==> src/rtl/serial_mag_comp_if.sv <==
// Start/done handshake bundle for the serial magnitude comparator.
// Master issues operands and start; slave returns busy, done and result.
interface serial_mag_comp_if #(
    parameter int WIDTH = 16
);
    logic             start;
    logic [WIDTH-1:0] A;
    logic [WIDTH-1:0] B;
    logic             signed_mode;
    logic             gt_in;
    logic             lt_in;
    logic             busy;
    logic             done;
    logic             gt;
    logic             eq;
    logic             lt;

    modport master (
        output start, A, B, signed_mode, gt_in, lt_in,
        input  busy, done, gt, eq, lt
    );

    modport slave (
        input  start, A, B, signed_mode, gt_in, lt_in,
        output busy, done, gt, eq, lt
    );
endinterface

==> src/rtl/serial_mag_comp.sv <==
// Multi-cycle magnitude comparator: one CHUNK-bit digit per clock, MSB first.
// Supports two's-complement mode, early exit and cascade tie-breaking.
module serial_mag_comp #(
    parameter int WIDTH      = 16,
    parameter int CHUNK      = 4,
    parameter bit EARLY_EXIT = 1'b1
) (
    input  logic                  clk,
    input  logic                  rst,
    serial_mag_comp_if.slave      bus
);
    localparam int NCHUNK = WIDTH / CHUNK;
    localparam int IW     = (NCHUNK > 1) ? $clog2(NCHUNK) : 1;
    localparam logic [IW-1:0] TOP = IW'(NCHUNK - 1);

    generate
        if (WIDTH % CHUNK != 0) begin : g_bad_width
            $error("serial_mag_comp: WIDTH must be a multiple of CHUNK");
        end
    endgenerate

    typedef enum logic {
        IDLE,
        COMPARE
    } state_t;

    state_t           state_q, state_d;
    logic [WIDTH-1:0] a_q, a_d;
    logic [WIDTH-1:0] b_q, b_d;
    logic             sm_q, sm_d;
    logic             gin_q, gin_d;
    logic             lin_q, lin_d;
    logic [IW-1:0]    idx_q, idx_d;
    logic             found_q, found_d;
    logic             rgt_q, rgt_d;
    logic             busy_q, busy_d;
    logic             done_q, done_d;
    logic             gt_q, gt_d;
    logic             eq_q, eq_d;
    logic             lt_q, lt_d;

    logic [CHUNK-1:0] da;
    logic [CHUNK-1:0] db;
    logic             dgt;
    logic             dlt;
    logic             res_diff;
    logic             res_gt;
    logic             last;

    // Current digit; in signed mode flipping the sign bit of the top digit
    // turns two's-complement order into unsigned order.
    always_comb begin
        da = '0;
        db = '0;
        for (int i = 0; i < NCHUNK; i++) begin
            if (idx_q == IW'(i)) begin
                da = a_q[i*CHUNK +: CHUNK];
                db = b_q[i*CHUNK +: CHUNK];
            end
        end
        if (sm_q && (idx_q == TOP)) begin
            da[CHUNK-1] = ~da[CHUNK-1];
            db[CHUNK-1] = ~db[CHUNK-1];
        end
    end

    assign dgt      = (da > db);
    assign dlt      = (da < db);
    assign res_diff = found_q | dgt | dlt;
    assign res_gt   = found_q ? rgt_q : dgt;
    assign last     = (idx_q == '0) ||
                      (EARLY_EXIT && !found_q && (dgt || dlt));

    always_comb begin
        state_d = state_q;
        a_d     = a_q;
        b_d     = b_q;
        sm_d    = sm_q;
        gin_d   = gin_q;
        lin_d   = lin_q;
        idx_d   = idx_q;
        found_d = found_q;
        rgt_d   = rgt_q;
        busy_d  = busy_q;
        done_d  = 1'b0;
        gt_d    = gt_q;
        eq_d    = eq_q;
        lt_d    = lt_q;

        unique case (state_q)
            IDLE: begin
                if (bus.start) begin
                    a_d     = bus.A;
                    b_d     = bus.B;
                    sm_d    = bus.signed_mode;
                    gin_d   = bus.gt_in;
                    lin_d   = bus.lt_in;
                    idx_d   = TOP;
                    found_d = 1'b0;
                    rgt_d   = 1'b0;
                    busy_d  = 1'b1;
                    state_d = COMPARE;
                end
            end
            COMPARE: begin
                if (last) begin
                    if (res_diff) begin
                        gt_d = res_gt;
                        eq_d = 1'b0;
                        lt_d = ~res_gt;
                    end else begin
                        gt_d = gin_q;
                        lt_d = ~gin_q & lin_q;
                        eq_d = ~gin_q & ~lin_q;
                    end
                    done_d  = 1'b1;
                    busy_d  = 1'b0;
                    state_d = IDLE;
                end else begin
                    found_d = res_diff;
                    rgt_d   = res_gt;
                    idx_d   = idx_q - 1'b1;
                end
            end
            default: state_d = IDLE;
        endcase
    end

    always_ff @(posedge clk) begin
        if (rst) begin
            state_q <= IDLE;
            a_q     <= '0;
            b_q     <= '0;
            sm_q    <= 1'b0;
            gin_q   <= 1'b0;
            lin_q   <= 1'b0;
            idx_q   <= '0;
            found_q <= 1'b0;
            rgt_q   <= 1'b0;
            busy_q  <= 1'b0;
            done_q  <= 1'b0;
            gt_q    <= 1'b0;
            eq_q    <= 1'b0;
            lt_q    <= 1'b0;
        end else begin
            state_q <= state_d;
            a_q     <= a_d;
            b_q     <= b_d;
            sm_q    <= sm_d;
            gin_q   <= gin_d;
            lin_q   <= lin_d;
            idx_q   <= idx_d;
            found_q <= found_d;
            rgt_q   <= rgt_d;
            busy_q  <= busy_d;
            done_q  <= done_d;
            gt_q    <= gt_d;
            eq_q    <= eq_d;
            lt_q    <= lt_d;
        end
    end

    assign bus.busy = busy_q;
    assign bus.done = done_q;
    assign bus.gt   = gt_q;
    assign bus.eq   = eq_q;
    assign bus.lt   = lt_q;
endmodule

==> src/flat_wrapper.sv <==
// flat-port wrapper written by rule: the top's interface ports become plain ports
module serial_mag_comp_flat 
#(
    parameter int WIDTH      = 16,
    parameter int CHUNK      = 4,
    parameter bit EARLY_EXIT = 1'b1
)
  (clk, rst, bus_start, bus_A, bus_B, bus_signed_mode, bus_gt_in, bus_lt_in, bus_busy, bus_done, bus_gt, bus_eq, bus_lt);
  serial_mag_comp_if #(.WIDTH(WIDTH)) bus_i ();
  input  logic clk;
  input  logic rst;
  input wire logic [$bits(bus_i.start)-1:0] bus_start;
  input wire logic [$bits(bus_i.A)-1:0] bus_A;
  input wire logic [$bits(bus_i.B)-1:0] bus_B;
  input wire logic [$bits(bus_i.signed_mode)-1:0] bus_signed_mode;
  input wire logic [$bits(bus_i.gt_in)-1:0] bus_gt_in;
  input wire logic [$bits(bus_i.lt_in)-1:0] bus_lt_in;
  output wire logic [$bits(bus_i.busy)-1:0] bus_busy;
  output wire logic [$bits(bus_i.done)-1:0] bus_done;
  output wire logic [$bits(bus_i.gt)-1:0] bus_gt;
  output wire logic [$bits(bus_i.eq)-1:0] bus_eq;
  output wire logic [$bits(bus_i.lt)-1:0] bus_lt;
  assign bus_i.start = bus_start;
  assign bus_i.A = bus_A;
  assign bus_i.B = bus_B;
  assign bus_i.signed_mode = bus_signed_mode;
  assign bus_i.gt_in = bus_gt_in;
  assign bus_i.lt_in = bus_lt_in;
  assign bus_busy = bus_i.busy;
  assign bus_done = bus_i.done;
  assign bus_gt = bus_i.gt;
  assign bus_eq = bus_i.eq;
  assign bus_lt = bus_i.lt;
  serial_mag_comp #(.WIDTH(WIDTH), .CHUNK(CHUNK), .EARLY_EXIT(EARLY_EXIT)) u_core (.clk(clk), .rst(rst), .bus(bus_i));
endmodule
==> config.mk <==
export PLATFORM = sky130hd
export DESIGN_NAME = serial_mag_comp_flat
export DESIGN_NICKNAME = d
export VERILOG_FILES = /design/src/rtl/serial_mag_comp_if.sv /design/src/rtl/serial_mag_comp.sv /design/src/flat_wrapper.sv
export SDC_FILE = /design/constraint.sdc
export NUM_CORES = 1
export LEC_CHECK = 0
export BUFFER_PORTS_ARGS = -buffer_cell sky130_fd_sc_hd__buf_2
export CAP_MARGIN = 20
export CORE_AREA = 3 3 60 84
export DETAILED_ROUTE_END_ITERATION = 10
export DIE_AREA = 0 0 63 87
export PLACE_DENSITY_LB_ADDON = 0.3
export SLEW_MARGIN = 20
export SYNTH_ARGS = -nofsm -noshare
export SYNTH_HDL_FRONTEND = slang
export SYNTH_SLANG_ARGS = --single-unit
==> constraint.sdc <==
create_clock -name clk -period 2.7 [get_ports clk]
set_clock_uncertainty 0.2 [all_clocks]
set_input_delay 0.54 -clock clk [delete_from_list [all_inputs] [get_ports clk]]
set_output_delay 0.54 -clock clk [all_outputs]
set_load 0.02 [all_outputs]
After elaboration in Yosys (flattened, before gate mapping) --
Cells that the tools add are included.
Word-level totals: register bits 45, bits of input ports 38, output and inout port bits 5, logic and storage cells 73
Operators by class: $add $sub $neg 1, $lt $le $gt $ge 2, equality and inequality tests 6, muxes and demuxes 29, bitwise logic cells 10, reductions and logical operators 11
Operators with widths (number):
- 4-bit two-way mux | 8
- 1-bit two-way mux | 14
- 1-bit case mux with 2 select lines | 4
- 2-bit AND reduction | 4
- 2-bit != test (second input constant) | 3
- 1-bit NOT | 6
- 2-bit == test (second input constant) | 2
- 4-bit greater-than comparator | 1
- 4-bit less-than comparator | 1
- 2-bit two-way mux | 2
- 2-bit case mux with 2 select lines | 1
- 1-bit bitwise AND | 2
- 2-bit by 1-bit == test with 1-bit output (second input constant) | 1
- 1-bit logical AND | 2
- 2-bit logical NOT | 1
- 1-bit logical OR | 2
- 1-bit OR | 2
- 2-bit OR reduction | 1
- 2-bit by 1-bit subtractor with 2-bit output (second input constant) | 1
- 1-bit logical NOT | 1

Logic depth before layout (Yosys ltp) --
Gate-level depths: netlist (run 1).
depth in word-level cells 13, depth in mapped cells 14, mapped depth without buffers 13

Worst setup path after synthesis (run 1) --
No wires, ideal clock.
path type register to register, start reg u_core.idx_q[0], end reg u_core.idx_q[1], arrival 2607 ps, required time 2433 ps, slack -174 ps, cell stages (with the launch flop) 14, clock period less this slack 2874 ps, cells stage by stage dfxtp_1 > inv_1 > ha_1 > clkbuf_1 > clkbuf_1 > a21oi_1 > a211oi_1 > a21oi_1 > ha_1 > a21oi_1 > a31oi_1 > o21ai_2 > mux2_4 > a21oi_2
On the way: longest elaborated chain between the ends 13, elaborated cells on any way between the ends 27
Ends and longest elaborated chain:
- start, declared | RTL line serial_mag_comp.sv:33 | logic [IW-1:0] idx_q, idx_d;
- start signal, assigned | RTL line serial_mag_comp.sv:152 | idx_q <= idx_d;
- 2-bit logical NOT | RTL line serial_mag_comp.sv:56, serial_mag_comp.sv:71
- 4-bit two-way mux (4 in a row) | RTL line serial_mag_comp.sv:56 | if (idx_q == IW'(i)) begin
- 1-bit NOT (on tied branches) | RTL line serial_mag_comp.sv:62, serial_mag_comp.sv:63
- 1-bit two-way mux | RTL line serial_mag_comp.sv:61 | if (sm_q && (idx_q == TOP)) begin
- 4-bit greater-than comparator / 4-bit less-than comparator (equally long branches) | RTL line serial_mag_comp.sv:67, serial_mag_comp.sv:68
- 1-bit logical OR | RTL line serial_mag_comp.sv:72 | (EARLY_EXIT && !found_q && (dgt || dlt));
- 1-bit logical AND | RTL line serial_mag_comp.sv:72
- 1-bit logical OR | RTL line serial_mag_comp.sv:71 | assign last = (idx_q == '0) ||
- 2-bit != test (no line)
- 2-bit AND reduction (no line)
Several ways; a longest one is shown, not always the timed one. The select of a mux whose other input is x is not followed. A chain may end at the register's enable or synchronous reset.

Worst setup path after layout (run 1) --
start reg u_core.idx_q[1], end reg u_core.idx_q[1]
Same word-level chain as after synthesis.

==> summary.md, run 1 <==
| Metric | Value |
|---|---|
| Top cells by count, synth | `nand2_1, a21oi_1, dfxtp_1, clkbuf_1, nor2_1` |
| Actual slew at the worst max-slew pin | `0.497 ns` |
| Most numerous cell in the Yosys netlist | `nand2_1` |
| Ys async rst share | `0%` |
| Pre-antenna DRT Iters | `4` |
| Leakage | `1.10 nW` |
| Top-area cell type share of the netlist area | `43.7%` |
| Routed WL | `5140 µm` |
| Worst EP arrival | `2.77 ns` |
| Vias in the first global route | `1850` |
| Max H-tree Level | `2` |
| Die area | `0.00548 mm²` |
| WL/cell | `13.4 µm` |
| GPL Wtd Cong | `0.825` |
| Mapped cell area | `0.00206 mm²` |
| Distinct cells, synth | `30` |
| Syn nets | `317` |
| Main synth FF type | `dfxtp_1` |
| Vias | `1954` |
| Pwr dens | `607 mW/mm²` |
| Pin count of the biggest net entering global routing | `28` |
| Max Slew Vio Count | `0` |
| Core Region | `0.00431 mm²` |
| Worst path required time | `2.73 ns` |
| RSZ-0062 raised after global routing | `yes` |
| Crit path buf inv count | `2` |
| Switching Share | `31.4%` |
| Die width | `63 µm` |
| Yosys Warn Count | `0` |
| Pre-CTS setup slack | `-0.131 ns` |
| Final Cycle Share | `102%` |
| Reg power frac | `44.5%` |
| Setup crit start kind | `register` |
| Placed inst area | `0.00238 mm²` |
| Final Core Density | `63.9%` |
| Drt initial violations | `59` |
| Worst setup margin | `-0.0487 ns` |
| Combinational share of power | `31.4%` |
| DRC errors left | `0` |
| Total chip power | `1.67 mW` |
| Min Clock Period, post-route | `2.75 ns` |
| # fillers | `399` |
| Area delta synth->final | `33.7%` |
| Initial antenna violation count | `0` |
| Num CTS Buffers | `5` |
| Final Setup Violations | `2` |
| HP Class | `reg -> reg` |
| Longest Clk Path Bufs | `2` |
| Fmax | `0.364 GHz` |
| Hold buffers post-CTS | `0` |
| Register area | `908 µm²` |
| Power share of the clock group | `24.1%` |
| Hold slack final | `0.254 ns` |
| Crit-path max FO | `16` |
| Post-synth EDFFs | `0` |
| Seq cells post-synth | `45` |
| VDD IR max | `0.000291 V` |
| Switching power total | `526 µW` |
| Layout cell share with drive strength beyond 1 | `34.8%` |
| Sink Count | `45` |
| CTS Root Cell | `clkbuf_8` |
| CTS tree | `yes` |
| CP Capture Type | `register` |
| Multi-input logic area | `0.00126 mm²` |
| Max Cap Viol | `0` |
| Most frequent CP cell | `a21oi_2` |
| Critical path class | `reg -> reg` |
| Mapped Avg Cell Area | `7.60 µm²` |
| Main area contributors after synthesis | `dfxtp_1, nand2_1, a21oi_1` |
| Outcome | `finished, violations left` |
| Register area share after synthesis | `43.7%` |
| Fin. Hold Viols | `0` |
| Gr usage total | `18.1%` |
| Die Ht | `87 µm` |
| Clock latency on the worst-skew pair | `0.30 ns` |
| Post-route ant nets | `0` |
| Diode count | `0` |
| Post-DP HPWL | `3350 µm` |
| Internal power | `1.15 mW` |
| Cell Chain, Critical Path | `buf_4 > ha_2 > a211oi_2 > a21oi_2 > ha_4 > buf_6 > nand4_4 > a31oi_4 > o21ai_2 > mux2_4 > a21oi_2` |
| Failing checks | `negative setup slack` |
| Max_slew headroom | `66.8%` |
| GRT overflow | `0` |
| Critical Path Max Stage Delay | `0.37 ns` |
| First-pass GRT wire length | `7940 µm` |
| Leading area contributor after synthesis | `dfxtp_1` |
| Initial Utilization | `47.8%` |
| CTS clk-pin slew, worst paths | `0.08 ns` |
| Port-buffer cells | `42` |
| Crit-path slowest cell | `dfxtp_4` |
| Num rows | `28` |
| I/O pins | `43` |
| Layout net count | `370` |
| Post-Layout Inst Area | `0.00276 mm²` |
| Post-Syn Instances | `271` |
| Vias per cell | `5.08` |
| Top delay family on crit path | `compound AO/OA/AOI/OAI gates` |
[area by class of cell]
cell class | instances | share of cell area [%]
clock buffer | 5 | 2.50
clock inverter | 3 | 0.636
inverter | 5 | 0.863
multi-input combinational | 203 | 45.9
sequential | 45 | 33.0
tap | 60 | 2.72
timing repair buffer | 64 | 14.4
[tightest hold or removal path: cells and delay by family (launching register included)]
family / cells / cell delay (ns)
compound gates: 1 / 0.05
simple gates: 1 / 0.05
flops: 1 / 0.31
[power groups by stage]
stage	clock network (mW)	registers, mW	logic [mW]
5_1_grt	0.452	0.751	0.569
4_1_cts	0.415	0.741	0.408
3_5_place_dp	0	0.754	0.372
3_3_place_gp	0	0.753	0.363
6_report	0.404	0.744	0.525
2_1_floorplan	0	0.758	0.246
[placed cells by master (no fill, tap or decap), drive strengths merged, types with 2 or more instances in the layout]
master / Yosys / layout
xnor2: 2 / 2
nor2: 9 / 9
inv: 5 / 5
buf: 5 / 64
a21oi: 59 / 59
nor2b: 2 / 2
nand2b: 2 / 2
a31oi: 2 / 2
a211oi: 2 / 2
o21ai: 9 / 9
nand3b: 8 / 8
clkbuf: 12 / 5
ha: 8 / 8
clkinv: 0 / 2
dfxtp: 45 / 45
nand2: 87 / 87
o211ai: 2 / 2
a311oi: 2 / 2
[registers in the layout (all words and copies together), names as in the netlist]
register,count
u_core.rgt_q,1
u_core.state_q,1
u_core.bus.gt,1
u_core.bus.lt,1
u_core.b_q,16
u_core.lin_q,1
u_core.bus.busy,1
u_core.sm_q,1
u_core.bus.eq,1
u_core.gin_q,1
u_core.a_q,16
u_core.found_q,1
u_core.idx_q,2
u_core.bus.done,1
[per-stage QoR]
stage          TNS, ns  cells
2_1_floorplan        0    271
3_3_place_gp   -0.0132    369
3_5_place_dp    -0.732    369
4_1_cts              0    379
5_1_grt         -0.819    385
6_report       -0.0832    385
[worst paths after layout]
check | start | to | slack (ns) | cells past startpoint
hold reg to reg | u_core.bus.lt$_SDFFE_PP0P_ | u_core.bus.lt$_SDFFE_PP0P_ | 0.25 | 2
setup reg to reg | u_core.idx_q[1]$_SDFFE_PP0P_ | u_core.idx_q[1]$_SDFFE_PP0P_ | -0.05 | 11
setup / recovery | u_core.idx_q[1]$_SDFFE_PP0P_ | u_core.idx_q[1]$_SDFFE_PP0P_ | -0.05 | 11
hold / removal | u_core.bus.lt$_SDFFE_PP0P_ | u_core.bus.lt$_SDFFE_PP0P_ | 0.25 | 2
[cell families (layout without fill, tap and decap cells)]
family / count (synthesis) / in the layout / share of synthesized area, %
AND/OR/NAND/NOR: 114 / 114 / 24.0
flip-flops: 45 / 45 / 43.7
buffers and inverters: 23 / 77 / 4.74
AO/OA/AOI/OAI: 78 / 78 / 21.1
multiplexers: 1 / 1 / 0.728
adder cells (fa/ha/maj): 8 / 8 / 4.86
XOR/XNOR: 2 / 2 / 0.850
[metal layers]
layer  wire, µm  GRT usage (%)  vias up
li1           -              -     1011
met1       2160           20.3      895
met2       2700           33.7       39
met3        183           4.13        9
met4        100           5.42        0
met5          0              0        -
[repair_timing]
item,in CTS,in global routing
setup buffers,2,6
resized for setup,13,46
pin swaps,6,25
endpoints found under the setup margin,8,8
hold endpoints to repair,0,0
No activity file was read; power rests on OpenSTA's default activity.
==> run 2: changes to the inputs <==
Settings changed: CORE_AREA 3 3 60 84 to 2 2 59 83, DIE_AREA 0 0 63 87 to 0 0 61 85.
==> run 2 against run 1 <==
Against the previous run: non-clock buffer count grew 3; utilization shrank 1.6 points; register-to-register slack lost 0.04 ns; critical path type unchanged; the flow still finishes with violations (negative setup slack); largest cell class unchanged.
==> summary.md, run 2 (synthesis gave the netlist of run 1 again) <==
| Metric | Value |
|---|---|
| I/O pins | `43 (unchanged)` |
| Total chip power | `1.81 mW (was 1.67 mW)` |
| CTS Root Cell | `clkbuf_8 (unchanged)` |
| Critical Path Max Stage Delay | `0.40 ns (was 0.37 ns)` |
| Routed WL | `5270 µm (was 5140 µm)` |
| Flop2flop setup slack | `-0.09 ns (was -0.05 ns)` |
| Num CTS Buffers | `5 (unchanged)` |
| Pin count of the biggest net entering global routing | `24 (was 28)` |
| Worst EP arrival | `2.79 ns (was 2.77 ns)` |
| Crit-path max FO | `5 (was 16)` |
| Worst path required time | `2.70 ns (was 2.73 ns)` |
| Max_slew headroom | `73.6% (was 66.8%)` |
| Clock latency on the worst-skew pair | `0.30 ns (about the same)` |
| CP Capture Type | `register (unchanged)` |
| Layout cell share with drive strength beyond 1 | `32.6% (was 34.8%)` |
| Final Cycle Share | `103% (was 102%)` |
| First-pass GRT wire length | `8070 µm (was 7940 µm)` |
| Sink Count | `45 (unchanged)` |
| Top Registers | `u_core.a_q x16, u_core.b_q x16, u_core.idx_q x2 (unchanged)` |
| RSZ-0062 raised after global routing | `yes (unchanged)` |
| Setup crit start kind | `register (unchanged)` |
| Initial antenna violation count | `0 (unchanged)` |
| Max Cap Viol | `0 (unchanged)` |
| Min Clock Period, post-route | `2.79 ns (was 2.75 ns)` |
| Failing checks | `negative setup slack (unchanged)` |
| VDD IR max | `0.000449 V (was 0.000291 V)` |
| Outcome | `finished, violations left (unchanged)` |
| Num rows | `29 (was 28)` |
| Pre-antenna DRT Iters | `4 (unchanged)` |
| FF-to-FF End | `u_core.rgt_q$_SDFFE_PP0P_ (was u_core.idx_q[1]$_SDFFE_PP0P_)` |
| Port-buffer cells | `42 (unchanged)` |
| Fin. Hold Viols | `0 (unchanged)` |
| WL/cell | `13.5 µm (was 13.4 µm)` |
| DRC errors left | `0 (unchanged)` |
| Cell Chain, Critical Path | `inv_6 > ha_4 > buf_6 > nand3b_1 > a21oi_2 > a21oi_1 > nor2_1 > a21oi_1 > ha_2 > nand4_4 > a31oi_4 > o21ai_4 > a22o_2 > and3_1 (was buf_4 > ha_2 > a211oi_2 > a21oi_2 > ha_4 > buf_6 > nand4_4 > a31oi_4 > o21ai_2 > mux2_4 > a21oi_2)` |
| Commonest non-fill, non-tap cell in the layout | `nand2_1 (unchanged)` |
| Pwr dens | `651 mW/mm² (was 607 mW/mm²)` |
| Longest Clk Path Bufs | `2 (unchanged)` |
| Core Region | `0.00446 mm² (was 0.00431 mm²)` |
| Drt initial violations | `94 (was 59)` |
| Post-route ant nets | `0 (unchanged)` |
| Layout net count | `373 (was 370)` |
| Vias in the first global route | `1807 (was 1850)` |
| CP endpoint | `u_core.rgt_q$_SDFFE_PP0P_ (was u_core.idx_q[1]$_SDFFE_PP0P_)` |
| Final Core Density | `62.3% (was 63.9%)` |
| Leakage | `1.12 nW (was 1.10 nW)` |
| GPL Wtd Cong | `0.767 (was 0.825)` |
| Post-DP HPWL | `3270 µm (was 3350 µm)` |
| HP Class | `reg -> reg (unchanged)` |
| RR Startpoint | `u_core.idx_q[1]$_SDFFE_PP0P_ (unchanged)` |
| Vias | `2009 (was 1954)` |
| Max H-tree Level | `2 (unchanged)` |
| Die width | `61 µm (was 63 µm)` |
| Crit-path slowest cell | `ha_2 (was dfxtp_4)` |
| Die Ht | `85 µm (was 87 µm)` |
| Fmax | `0.359 GHz (was 0.364 GHz)` |
| Final Setup Violations | `6 (was 2)` |
| Diode count | `0 (unchanged)` |
| Max Slew Vio Count | `0 (unchanged)` |
| Reg2Reg Depth | `14 (was 11)` |
| Gr usage total | `20.4% (was 18.1%)` |
| Actual slew at the worst max-slew pin | `0.396 ns (was 0.497 ns)` |
| Die area | `0.00519 mm² (was 0.00548 mm²)` |
| Crit path from | `u_core.idx_q[1]$_SDFFE_PP0P_ (unchanged)` |
| CTS tree | `yes (unchanged)` |
| Worst setup margin | `-0.0882 ns (was -0.0487 ns)` |
| CTS clk-pin slew, worst paths | `0.09 ns (was 0.08 ns)` |
| Vias per cell | `5.15 (was 5.08)` |
| Critical path class | `reg -> reg (unchanged)` |
| GRT overflow | `0 (unchanged)` |
| Area delta synth->final | `35.0% (was 33.7%)` |
| Initial Utilization | `46.2% (was 47.8%)` |
| Most frequent cells in the layout | `nand2_1, a21oi_1, dfxtp_1, buf_2, buf_4 (unchanged)` |
| Most frequent CP cell | `a21oi_1 (was a21oi_2)` |
## run 2: cell types whose count changed in the layout (fill, tap and decap cells not counted), moves of 2 or more
cell      delta
o21ai_2      -4
a21oi_1      +3
a21oi_2      -3
buf_4        +3
clkinv_2     -2
ha_4         -2
inv_4        -2
inv_6        +2
o21ai_0      +2
## run 2: critical path: cells and delay by family, from the launching register on
family / cells / cell delay [ns]
flops: 1 / 0.39
buf+inv: 2 / 0.17
simple gates: 4 / 0.59
compound gates: 6 / 0.75
fa+ha+maj: 2 / 0.58
## run 2: worst min path at each step
stage / startpoint / to / slack, ns / cells after the start
floorplan: u_core.a_q[0]$_SDFFE_PP0P_ / u_core.a_q[0]$_SDFFE_PP0P_ / 0.24 / 2
detailed placement: u_core.bus.eq$_SDFFE_PP0P_ / u_core.bus.eq$_SDFFE_PP0P_ / 0.24 / 2
global placement: u_core.bus.eq$_SDFFE_PP0P_ / u_core.bus.eq$_SDFFE_PP0P_ / 0.24 / 2
global route: bus_A[13] / u_core.a_q[13]$_SDFFE_PP0P_ / 0.27 / 3
finish: u_core.bus.eq$_SDFFE_PP0P_ / u_core.bus.eq$_SDFFE_PP0P_ / 0.26 / 2
CTS: u_core.bus.eq$_SDFFE_PP0P_ / u_core.bus.eq$_SDFFE_PP0P_ / 0.25 / 2
## run 2: through the flow
stage | std cells | hold WS [ns] | cell area, µm² | setup WS [ns] | TNS [ns]
floorplan | 271 | 0.236 | 2090 | 0.00422 | 0
global placement | 367 | 0.240 | 2350 | -0.0692 | -0.304
detailed placement | 367 | 0.243 | 2350 | -0.189 | -0.987
CTS | 383 | 0.254 | 2630 | 0.00655 | 0
global route | 390 | 0.265 | 2780 | -0.205 | -1.35
finish | 390 | 0.257 | 2780 | -0.0882 | -0.380
## run 2: metal layers
metal  global-route usage [%]  wire length (µm)  up-vias  share of wire [%]
li1                         -                 -     1018                  -
met1                     24.1              2120      928                 40
met2                     35.1              2820       53                 54
met3                     4.27               220       10                4.2
met4                     7.51               112        0                2.1
met5                        0                 0        -                  0
## run 2: where the power goes
group	total, mW	internal [mW]	leakage [nW]	switching, mW
Clock	0.534	0.301	0.0574	0.233
Combinational	0.531	0.261	0.693	0.270
Sequential	0.747	0.712	0.371	0.0356
## run 2: area by class of cell
cell class | count | area, µm²
clock inverter | 2 | 37.5
tap | 62 | 77.6
inverter | 5 | 28.8
sequential | 45 | 908
fill | 389 | 1680
multi-input combinational | 203 | 1230
clock buffer | 6 | 82.6
timing repair buffer | 67 | 420
## run 2: what timing repair did
| item | 4_1_cts | 5_1_grt |
|---|---|---|
| buffers inserted | 8 | 7 |
| hold buffers | 0 | 0 |
| pin swaps | 13 | 19 |
| setup endpoints to repair | 10 | 10 |
| gates resized for setup | 24 | 26 |
